### src/rtl/sha256_pkg.sv
// sha256_pkg: constants, state encoding and padding helpers shared by the SHA-256 message padder and compression core
package sha256_pkg;
  localparam int BLOCK_WORDS = 16;
  localparam logic [31:0] PAD_WORD = 32'h8000_0000;
  typedef enum logic [2:0] {IDLE, FETCH, WAIT, GEN, EMIT} pad_state_t;
  function automatic int num_blocks(int n);
    return (n + 2) / BLOCK_WORDS + 1;
  endfunction
  // Non-message word g of an n-word message spread over nb blocks: 1-bit marker, zero fill, or 64-bit bit length.
  function automatic logic [31:0] pad_word(int g, int n, int nb);
    logic [63:0] len;
    len = 64'(n) * 64'd32;
    return g == n ? PAD_WORD :
           g == BLOCK_WORDS * nb - 2 ? len[63:32] :
           g == BLOCK_WORDS * nb - 1 ? len[31:0] : 32'h0;
  endfunction
endpackage

### src/rtl/sha256_msg_padder.sv
// sha256_msg_padder: reads a NUM_OF_WORDS-word message from memory and streams it SHA-256 padded as 16-word blocks
//   clk/reset_n                  clock, asynchronous active-low reset
//   start/message_addr/done      job request, message base word address, idle flag
//   mem_clk/mem_we/mem_addr/mem_read_data  synchronous-read memory port
//   blk_valid/blk_ready/blk_word/blk_idx/blk_first/blk_last  padded word stream to the compression core
module sha256_msg_padder
  import sha256_pkg::*;
#(
  parameter int NUM_OF_WORDS = 20
) (
  input  logic        clk,
  input  logic        reset_n,
  input  logic        start,
  input  logic [15:0] message_addr,
  output logic        done,
  output logic        mem_clk,
  output logic        mem_we,
  output logic [15:0] mem_addr,
  input  logic [31:0] mem_read_data,
  output logic        blk_valid,
  input  logic        blk_ready,
  output logic [31:0] blk_word,
  output logic [3:0]  blk_idx,
  output logic        blk_first,
  output logic        blk_last
);
  localparam int NB = num_blocks(NUM_OF_WORDS);
  localparam logic [15:0] N_W = 16'(NUM_OF_WORDS);
  localparam logic [15:0] LAST_G = 16'(BLOCK_WORDS * NB - 1);
  localparam logic [15:0] LAST_BLK_G = 16'(BLOCK_WORDS * (NB - 1));
  pad_state_t  state_q, state_d;
  logic [15:0] g_q, g_d;
  logic [15:0] addr_q, addr_d;
  logic        valid_q, valid_d;
  logic [31:0] word_q, word_d;
  always_ff @(posedge clk or negedge reset_n) begin
    if (!reset_n) begin
      state_q <= IDLE;
      g_q     <= '0;
      addr_q  <= '0;
      valid_q <= 1'b0;
      word_q  <= '0;
    end else begin
      state_q <= state_d;
      g_q     <= g_d;
      addr_q  <= addr_d;
      valid_q <= valid_d;
      word_q  <= word_d;
    end
  end
  always_comb begin
    state_d = state_q;
    g_d     = g_q;
    addr_d  = addr_q;
    valid_d = valid_q;
    word_d  = word_q;
    case (state_q)
      IDLE: if (start) begin
        addr_d  = message_addr;
        g_d     = '0;
        state_d = NUM_OF_WORDS > 0 ? FETCH : GEN;
      end
      FETCH: state_d = WAIT;
      WAIT: begin
        word_d  = mem_read_data;
        valid_d = 1'b1;
        state_d = EMIT;
      end
      GEN: begin
        word_d  = pad_word(int'(g_q), NUM_OF_WORDS, NB);
        valid_d = 1'b1;
        state_d = EMIT;
      end
      EMIT: if (blk_ready) begin
        valid_d = 1'b0;
        g_d     = g_q + 16'd1;
        state_d = g_q == LAST_G ? IDLE : (g_q + 16'd1 < N_W ? FETCH : GEN);
      end
      default: state_d = IDLE;
    endcase
  end
  assign done      = state_q == IDLE;
  assign mem_clk   = clk;
  assign mem_we    = 1'b0;
  assign mem_addr  = addr_q + g_q;
  assign blk_valid = valid_q;
  assign blk_word  = word_q;
  assign blk_idx   = g_q[3:0];
  // Flags are qualified by valid so they read 0 out of reset and between words.
  assign blk_first = valid_q & (g_q < 16'(BLOCK_WORDS));
  assign blk_last  = valid_q & (g_q >= LAST_BLK_G);
endmodule

### config.mk
export PLATFORM = sky130hd
export DESIGN_NAME = sha256_msg_padder
export DESIGN_NICKNAME = d
export VERILOG_FILES = /design/src/rtl/sha256_pkg.sv /design/src/rtl/sha256_msg_padder.sv
export SDC_FILE = /design/constraint.sdc
export NUM_CORES = 1
export LEC_CHECK = 0
export BUFFER_PORTS_ARGS = -buffer_cell sky130_fd_sc_hd__buf_2
export CORE_MARGIN = 2
export CORE_UTILIZATION = 30
export DETAILED_ROUTE_END_ITERATION = 8
export GPL_TIMING_DRIVEN = 1
export PLACE_DENSITY = 0.47
export SLEW_MARGIN = 5
export SYNTH_ARGS = -nofsm -noshare
export SYNTH_HDL_FRONTEND = slang
export SYNTH_SLANG_ARGS = --single-unit
### constraint.sdc
create_clock -name clk -period 5.8 [get_ports clk]
set_clock_uncertainty 0.15 [all_clocks]
set_input_delay 0.29 -clock clk [delete_from_list [all_inputs] [get_ports clk]]
set_output_delay 0.29 -clock clk [all_outputs]
set_load 0.05 [all_outputs]
==> metrics.log, run 1 <==
INFO  metric max_stage_delay = 0.20 ns
INFO  metric antennaDiodeCount = 0
INFO  metric power_density = 535.4 mW/mm²
INFO  metric p_int = 0.001487 W
INFO  metric syn-instance-count = 436
INFO  metric setup_total_negative_slack = 0 ns
INFO  metric met3_routed_wirelength = 388 µm
INFO  metric worst_ep_required_time = 5.36 ns
INFO  metric crit_buf_inv = 3
INFO  metric routed.top_layer = met4
INFO  metric p_leak = 2.644 nW
INFO  metric fill_cells = 1326
INFO  metric worst_slew_pin_slew = 1.105 ns
INFO  metric r2r_start = g_q[1]
INFO  metric power_frac_clock = 23.5%
INFO  metric postSynth.topFlopCell = sky130_fd_sc_hd__dfrtp_1
INFO  metric dp.final_hpwl = 7.024 mm
INFO  metric worst_r2r_path_depth = 7
INFO  metric timing_worst_setup_path_type = clock port to output port
INFO  metric synth.cell_area = 0.003968 mm²
INFO  metric clk_pin_slew_worst_paths = 0.05 ns
INFO  metric port_buffers = 108
INFO  metric layout_worst_path_cycle_share = 65.31%
INFO  metric grt_first_pass_wirelength = 17.96 mm
INFO  metric std_cell_rows = 42
INFO  metric async_flop_share = 100.0%
INFO  metric antenna_found_initial = 0
INFO  metric via_count_of_the_first_global_routing_pass = 3585
INFO  metric cts.repair_timing.setup_buffer_count = 0
INFO  metric worst-r2r-setup-slack = 3.27 ns
INFO  metric placement.cell_area = 0.004578 mm²
INFO  metric mostFrequentLayoutCells = sky130_fd_sc_hd__buf_2 (107), sky130_fd_sc_hd__nand2_1 (84), sky130_fd_sc_hd__dfrtp_1 (68)
INFO  metric num_io_pins = 110
INFO  metric crit_path_max_fanout = 2
INFO  metric wl_met2 = 4.873 mm
INFO  metric ys_seq_area_share = 42.89%
INFO  metric finalMaxSlewViolations = 0
INFO  metric clock_insertion_delay_worst_skew = 0.45 ns
INFO  metric fin_crit = 3.788 ns
INFO  metric unrepaired_setup_endpoints_after_global_routing = false
INFO  metric r2r-end = state_q[1]
INFO  metric status = completed
INFO  metric yosys_warnings = 0
INFO  metric report.power.total = 0.002906 W
INFO  metric maxClockFrequency = 266.1 MHz
INFO  metric crit_path_cells = clkbuf_16 -> clkbuf_16 -> buf_2
INFO  metric synth_fa_ha_area_share = 6.181%
INFO  metric final_hold_viol_count = 0
INFO  metric startpoint_class_of_the_critical_path = clock port
INFO  metric route.detailed.wl_per_inst = 14.06 µm
INFO  metric synth_top_family_by_area = simple AND/OR/NAND/NOR gates
INFO  metric tritoncts = built
INFO  metric holdPathEnd = state_q[0]
INFO  metric synth_compound_area_share = 17.69%
INFO  metric most_used_cell_along_the_critical_path = sky130_fd_sc_hd__clkbuf_16
INFO  metric commonest_non_fill_non_tap_cell_in_the_layout = sky130_fd_sc_hd__buf_2
INFO  metric slew-limit-headroom = 26.07%
INFO  metric vdd_drop_max = 0.3194 mV
INFO  metric routedLengthMet1 = 5.127 mm
INFO  metric synthesis.nets = 507
INFO  metric hold_path_depth = 3
INFO  metric drt_drc_violations_left = 0
INFO  metric share_comb_of_total_power = 50.4%
INFO  metric worst_hold_path_type = input port to flop
INFO  metric power_switching = 0.001419 W
INFO  metric gr-usage-all-layers = 15.74%
INFO  metric cp_data_arrival_time = 3.35 ns
INFO  metric design.die.area = 0.01416 mm²
INFO  metric post-synth-top-area-cell = sky130_fd_sc_hd__dfrtp_1
INFO  metric yosys.area.top_type_share = 42.89%
INFO  metric average_cell_area_after_synthesis = 9.100 µm²
INFO  metric floorplan.die.width = 119 µm
INFO  metric synthMuxAreaShare = 5.046%
INFO  metric timing.critical_path.max_delay_family = buffers and inverters
INFO  metric synth_top_cells_by_area = sky130_fd_sc_hd__dfrtp_1 (43%), sky130_fd_sc_hd__nand2_1 (7.9%), sky130_fd_sc_hd__o21ai_0 (6.9%)
INFO  metric slowest_stage = sky130_fd_sc_hd__buf_2
INFO  metric synthXorXnorAreaFrac = 3.311%
INFO  metric initial_core_utilization = 30.32%
INFO  metric synth_simple_gate_area_share = 19.74%
INFO  metric postSynthRegisterBits = 68
INFO  metric hp-start = start
INFO  metric final_layout_size_suffix_gt1_share = 26.25%
INFO  metric drt_pass1_iterations = 4
INFO  metric totalWireLength = 10.61 mm
INFO  metric number_of_design_rule_violations_left_by_the_first_detailed_router_iteration = 177
INFO  metric finalSetupViolations = 0
INFO  metric core_area = 0.01309 mm²
INFO  metric synthToLayoutAreaGrowth = 36.83%
INFO  metric grt_overflow = 0
INFO  metric final_core_utilization = 41.49%
INFO  metric cts_hold_repair.buffers = 48
INFO  metric max_cap_viol_count = 0
INFO  metric largest_net_degree_at_the_start_of_global_routing = 69
INFO  metric number_of_enable_flip_flop_cells_after_synthesis = 0
INFO  metric ys_types = 60
INFO  metric pwr-share-seq = 26.1%
INFO  metric vias_per_cell = 4.750
INFO  metric final_cell_area_excluding_filler_cells = 0.005429 mm²
INFO  metric cp-end-kind = output port
INFO  metric swShare = 48.84%
INFO  metric drt.antenna.violating_nets = 0
INFO  metric cts-resized-gates = 0
INFO  metric die_y = 119 µm
INFO  metric finalWeightedCongestion = 0.7735
INFO  metric num_vias = 3586
INFO  metric layout_nets = 645
worst register-to-register path, stage by stage, from the launching register on:
cell                       delay [ns]
sky130_fd_sc_hd__dfrtp_1         0.54
sky130_fd_sc_hd__ha_1            0.39
sky130_fd_sc_hd__and3_1          0.37
sky130_fd_sc_hd__nand2b_4        0.09
sky130_fd_sc_hd__nor2_1          0.30
sky130_fd_sc_hd__a211o_1         0.18
sky130_fd_sc_hd__a32oi_1         0.10
sky130_fd_sc_hd__a311oi_1        0.30
through the flow:
stage,setup slack (ns),hold slack (ns),cells
floorplan,1.633,-0.1556,436
global placement,2.272,0.3078,688
detailed placement,2.272,0.3165,688
CTS,2.009,0.01265,755
global route,1.773,0.03534,755
finish,2.012,0.01531,755
how the worst max path moves through the flow:
stage,from,to,slack (ns),cells past startpoint
floorplan,g_q[0],mem_addr[14],1.63,9
global placement,clk,mem_clk,2.27,1
detailed placement,clk,mem_clk,2.27,1
CTS,clk,mem_clk,2.01,3
global route,g_q[0],mem_addr[14],1.77,10
finish,clk,mem_clk,2.01,3
routing by layer:
| layer | global-route usage [%] | vias up |
|---|---|---|
| met5 | 0 | - |
| met4 | 7.440 | 0 |
| met3 | 3.113 | 16 |
| met2 | 24.14 | 78 |
| met1 | 21.30 | 1664 |
| li1 | - | 1828 |
final cells by class:
cell class	instances	area, µm²	share of cell area [%]
Inverter	10	37.54	0.6914
Sequential cell	68	1702	31.34
Timing Repair Buffer	156	1026	18.90
Multi-Input combinational cell	325	2068	38.10
Tap cell	176	220.2	4.056
Clock inverter	4	48.80	0.8988
Clock buffer	16	326.6	6.015
logic make-up after synthesis:
| kind of cell | count (synthesis) |
|---|---|
| compound gates | 115 |
| xor+xnor | 15 |
| fa+ha+maj | 19 |
| buf+inv | 43 |
| flops | 68 |
| mux | 18 |
| other cells | 1 |
| simple gates | 157 |
flip-flops by register name, summed over array words and instances (netlist names):
register,flops
blk_word,32
addr_q,16
g_q,16
state_q,3
blk_valid,1
cell usage after synthesis, drive strengths merged (2+ instances only):
cell,instances
buf,17
clkbuf,16
and3,6
and2,2
nor4,5
xor2,2
nand4,11
nor2b,4
dfrtp,68
a311oi,2
mux2i,2
nand3,7
inv,10
a21boi,3
a21o,2
ha,18
o21ai,58
a21oi,15
o21a,4
o211ai,4
a211o,4
nor3,6
a31oi,4
o31ai,5
nand2,84
nor3b,3
xnor2,13
mux2,16
nor2,19
nand2b,3
and4,2
a211oi,4
o311ai,3
power by group through the flow:
stage | Sequential, W | Clock, W | Combinational, W
floorplan | 0.00108 | 0.0000372 | 0.000802
global placement | 0.000762 | 0.0000329 | 0.00145
detailed placement | 0.000766 | 0.0000329 | 0.00146
CTS | 0.000760 | 0.000705 | 0.00149
global route | 0.000785 | 0.000728 | 0.00158
finish | 0.000757 | 0.000683 | 0.00147
(Power assumes the default switching activity.)
==> inputs of run 2 (changes only) <==
--- a/config.mk
+++ b/config.mk
@@ -5,12 +5,13 @@
 export SDC_FILE = /design/constraint.sdc
 export NUM_CORES = 1
 export LEC_CHECK = 0
+export ABC_AREA = 1
 export BUFFER_PORTS_ARGS = -buffer_cell sky130_fd_sc_hd__buf_2
 export CORE_MARGIN = 2
 export CORE_UTILIZATION = 30
 export DETAILED_ROUTE_END_ITERATION = 8
 export GPL_TIMING_DRIVEN = 1
-export PLACE_DENSITY = 0.47
+export PLACE_DENSITY = 0.49
 export SLEW_MARGIN = 5
 export SYNTH_ARGS = -nofsm -noshare
 export SYNTH_HDL_FRONTEND = slang
==> constraint.sdc (replaced) <==
create_clock -name clk -period 3.35 [get_ports clk]
set_clock_uncertainty 0.15 [all_clocks]
set_input_delay 0.1675 -clock clk [delete_from_list [all_inputs] [get_ports clk]]
set_output_delay 0.1675 -clock clk [all_outputs]
set_load 0.05 [all_outputs]
==> run 2 against run 1 <==
Clock power is 65% higher; highest routed layer unchanged; cell area is 1.7% higher; cell count grew 9.9%; worst hold slack better by 0.29 ns.
==> metrics.log, run 2 <==
INFO  metric port_buffers = 108 (unchanged)
INFO  metric timing.hold.ws = 0.3068 ns (+0.2915 ns)
INFO  metric most_used_cell_along_the_critical_path = sky130_fd_sc_hd__nand2_1
INFO  metric grt_most_used_layer = met2
INFO  metric worst_r2r_path_depth = 8 (+1)
INFO  metric maxClockFrequency = 320.9 MHz
INFO  metric startpoint_class_of_the_critical_path = flop
INFO  metric antenna_found_initial = 0 (unchanged)
INFO  metric worst_slew_pin_slew = 0.9714 ns (-0.1334 ns)
INFO  metric yosys_warnings = 0 (unchanged)
INFO  metric crit_path_cells = ha_1 -> inv_1 -> fa_1 -> o21ai_1 -> a21oi_1 -> inv_1 -> nand2_1 -> nand2_1 -> nand2_1 -> nand2_1 -> xor2_1 -> buf_2
INFO  metric timing.critical_path.max_delay_family = adder cells
INFO  metric tritoncts = built
INFO  metric slowest_stage = sky130_fd_sc_hd__dfrtp_1
INFO  metric clock_insertion_delay_worst_skew = 0.45 ns (about the same)
INFO  metric ys_top_cells_by_count = sky130_fd_sc_hd__nand2_1 (141), sky130_fd_sc_hd__dfrtp_1 (68), sky130_fd_sc_hd__nand3_1 (60), sky130_fd_sc_hd__inv_1 (37), sky130_fd_sc_hd__nor2_1 (34)
INFO  metric mostFrequentLayoutCells = sky130_fd_sc_hd__nand2_1 (141), sky130_fd_sc_hd__buf_2 (108), sky130_fd_sc_hd__dfrtp_1 (68)
INFO  metric vias_per_cell = 4.664 (-1.8%)
INFO  metric ys_types = 37 (-38%)
INFO  metric drt.antenna.violating_nets = 0 (unchanged)
INFO  metric core_area = 0.01309 mm² (unchanged)
INFO  metric fin_crit = 3.116 ns
INFO  metric num_io_pins = 110 (unchanged)
INFO  metric post-place-ws = 0.7076 ns (-1.564 ns)
INFO  metric max_cap_viol_count = 0 (unchanged)
INFO  metric async_flop_share = 100.0% (unchanged)
INFO  metric cts.repair_timing.setup_buffer_count = 0 (unchanged)
INFO  metric crit_buf_inv = 3 (unchanged)
INFO  metric commonest_non_fill_non_tap_cell_in_the_layout = sky130_fd_sc_hd__nand2_1
INFO  metric global_route.usage.met3 = 5.268% (+2.2 points)
INFO  metric r2r-end = g_q[0]
INFO  metric met1_usage = 21.34% (+0.041 points)
INFO  metric antennaDiodeCount = 0 (unchanged)
INFO  metric finalWeightedCongestion = 0.8599 (+11%)
INFO  metric vdd_drop_max = 0.6718 mV (+110%)
INFO  metric p_leak = 2.876 nW (+8.8%)
INFO  metric design.die.area = 0.01417 mm² (about the same)
INFO  metric finalMaxSlewViolations = 0 (unchanged)
INFO  metric totalWireLength = 11.44 mm (+7.8%)
INFO  metric floorplan.die.width = 119.0 µm (about the same)
INFO  metric dp.final_hpwl = 7.812 mm (+11%)
INFO  metric grt_overflow = 0 (unchanged)
INFO  metric average_cell_area_after_synthesis = 8.083 µm² (-11%)
INFO  metric synth_top_cells_by_area = sky130_fd_sc_hd__dfrtp_1 (43%), sky130_fd_sc_hd__nand2_1 (13%), sky130_fd_sc_hd__nand3_1 (7.6%)
INFO  metric die_y = 119.0 µm (about the same)
INFO  metric r2r_start = state_q[1]
INFO  metric timing_worst_setup_path_type = flop to output port
INFO  metric slew-limit-headroom = 35.17% (+9.1 points)
INFO  metric finalSetupViolations = 0 (unchanged)
INFO  metric cp_data_arrival_time = 2.80 ns (-0.55 ns)
INFO  metric yosys.area.top_type_share = 42.88% (about the same)
INFO  metric post-synth-top-area-cell = sky130_fd_sc_hd__dfrtp_1
INFO  metric layout_worst_path_cycle_share = 93.02%
INFO  metric largest_register_ff_count = 32 (unchanged)
INFO  metric final_hold_viol_count = 0 (unchanged)
INFO  metric yosys.cell_count.top_type = sky130_fd_sc_hd__nand2_1
INFO  metric timing.final.ws_setup = 0.2337 ns (-1.778 ns)
INFO  metric drt_drc_violations_left = 0 (unchanged)
INFO  metric fill_cells = 1325 (-0.075%)
INFO  metric number_of_enable_flip_flop_cells_after_synthesis = 0 (unchanged)
INFO  metric largest_net_degree_at_the_start_of_global_routing = 69 (unchanged)
INFO  metric worst_hold_path_type = input port to asynchronous set/reset pin
INFO  metric drt_pass1_iterations = 4 (unchanged)
INFO  metric synthToLayoutAreaGrowth = 39.16%
INFO  metric crit_path_max_fanout = 9 (+7)
INFO  metric synth.cell_area = 0.003969 mm² (about the same)
INFO  metric grt_first_pass_wirelength = 19.08 mm (+6.2%)
INFO  metric layout_nets = 720 (+12%)
INFO  metric route.detailed.wl_per_inst = 13.78 µm (-1.9%)
INFO  metric setup_total_negative_slack = 0 ns (unchanged)
INFO  metric final_layout_size_suffix_gt1_share = 24.16% (-2.1 points)
INFO  metric ys_seq_area_share = 42.88% (about the same)
INFO  metric initial_core_utilization = 30.33% (about the same)
INFO  metric clk_pin_slew_worst_paths = 0.06 ns (about the same)
INFO  metric syn-instance-count = 491 (+13%)
INFO  metric cp-end-kind = output port
INFO  metric unrepaired_setup_endpoints_after_global_routing = false
INFO  metric worst_ep_required_time = 3.03 ns (-2.33 ns)
INFO  metric status = completed
INFO  metric postSynth.topFlopCell = sky130_fd_sc_hd__dfrtp_1
INFO  metric postSynthRegisterBits = 68 (unchanged)
INFO  metric grt_use_met2 = 27.08% (+2.9 points)
INFO  metric num_vias = 3871 (+7.9%)
INFO  metric std_cell_rows = 42 (unchanged)
INFO  metric gr-usage-all-layers = 17.17% (+1.4 points)
INFO  metric number_of_design_rule_violations_left_by_the_first_detailed_router_iteration = 151 (-15%)
INFO  metric power_density = 925.6 mW/mm² (+73%)
INFO  metric worst-r2r-setup-slack = 1.28 ns (-1.99 ns)
INFO  metric max_stage_delay = 0.48 ns (+0.28 ns)
INFO  metric synthesis.nets = 562 (+11%)
INFO  metric path_depth = 12 (+9)
INFO  metric via_count_of_the_first_global_routing_pass = 3990 (+11%)
-- run 2: changes by cell type after synthesis, sizes merged, moves of 6 or more --
cell / delta
nand2: +62
nor2: +23
o21ai: -41
nand3: +54
o22ai: +9
and3: -6
inv: +29
clkbuf: -9
xnor2: -6
-- run 2: how the worst max path moves through the flow --
stage	start	end	slack [ns]
floorplan	g_q[0]	mem_addr[12]	0.58
global placement	g_q[0]	mem_addr[12]	0.74
detailed placement	g_q[0]	mem_addr[12]	0.71
CTS	g_q[0]	mem_addr[12]	0.20
global route	g_q[0]	mem_addr[12]	0.04
finish	g_q[0]	mem_addr[12]	0.23
-- run 2: area by class of cell --
type / instances / area, µm² / share of cell area (%)
Sequential cell: 68 / 1702 / 30.81
Timing Repair Buffer: 163 / 1084 / 19.62
Multi-Input combinational cell: 364 / 2012 / 36.43
Clock buffer: 14 / 319.1 / 5.777
Clock inverter: 6 / 40.04 / 0.7250
Tap cell: 176 / 220.2 / 3.987
Inverter: 39 / 146.4 / 2.651
-- run 2: timing repair --
item / 4_1_cts / 5_1_grt
hold buffers: 51 / 0
resized for setup: 0 / 0
endpoints found under the hold margin: 125 / 0
-- run 2: routing by layer --
layer	part of all wire [%]	vias to the layer above
met5	0	-
met1	45	1784
met3	7.2	15
met2	46	134
li1	-	1938
met4	2.2	0
-- run 2: kinds of logic (layout without fill, tap and decap cells) --
family,Yosys count,after routing,share of synthesized area [%]
AO/OA/AOI/OAI,51,51,7.472
AND/OR/NAND/NOR,264,264,29.60
adder cells (fa/ha/maj),19,19,6.179
other,1,1,0.09449
multiplexers,15,15,4.256
buffers and inverters,59,222,6.431
XOR/XNOR,14,14,3.090
flip-flops,68,68,42.88
-- run 2: power breakdown --
part	leakage [nW]	switching [W]	total (W)	internal [W]
clock network	0.179	0.000447	0.00113	0.000680
registers	0.866	0.000185	0.00130	0.00112
logic	1.83	0.00200	0.00268	0.000683
total	2.88	0.00263	0.00511	0.00248
-- run 2: per-stage QoR --
stage                     power, W  util (%)  area, µm²  cells
after detailed placement  0.004024     35.60       4658    760
after floorplan           0.003387         -       3969    491
after CTS                 0.005176     42.21       5523    830
final                     0.005112     42.21       5523    830
after global routing      0.005440     42.21       5523    830
after global placement    0.003983     35.60       4658    760
-- run 2: tightest hold or removal path: cells and delay by family --
kind	cells	cell delay, ns
buffers and inverters	3	1.29
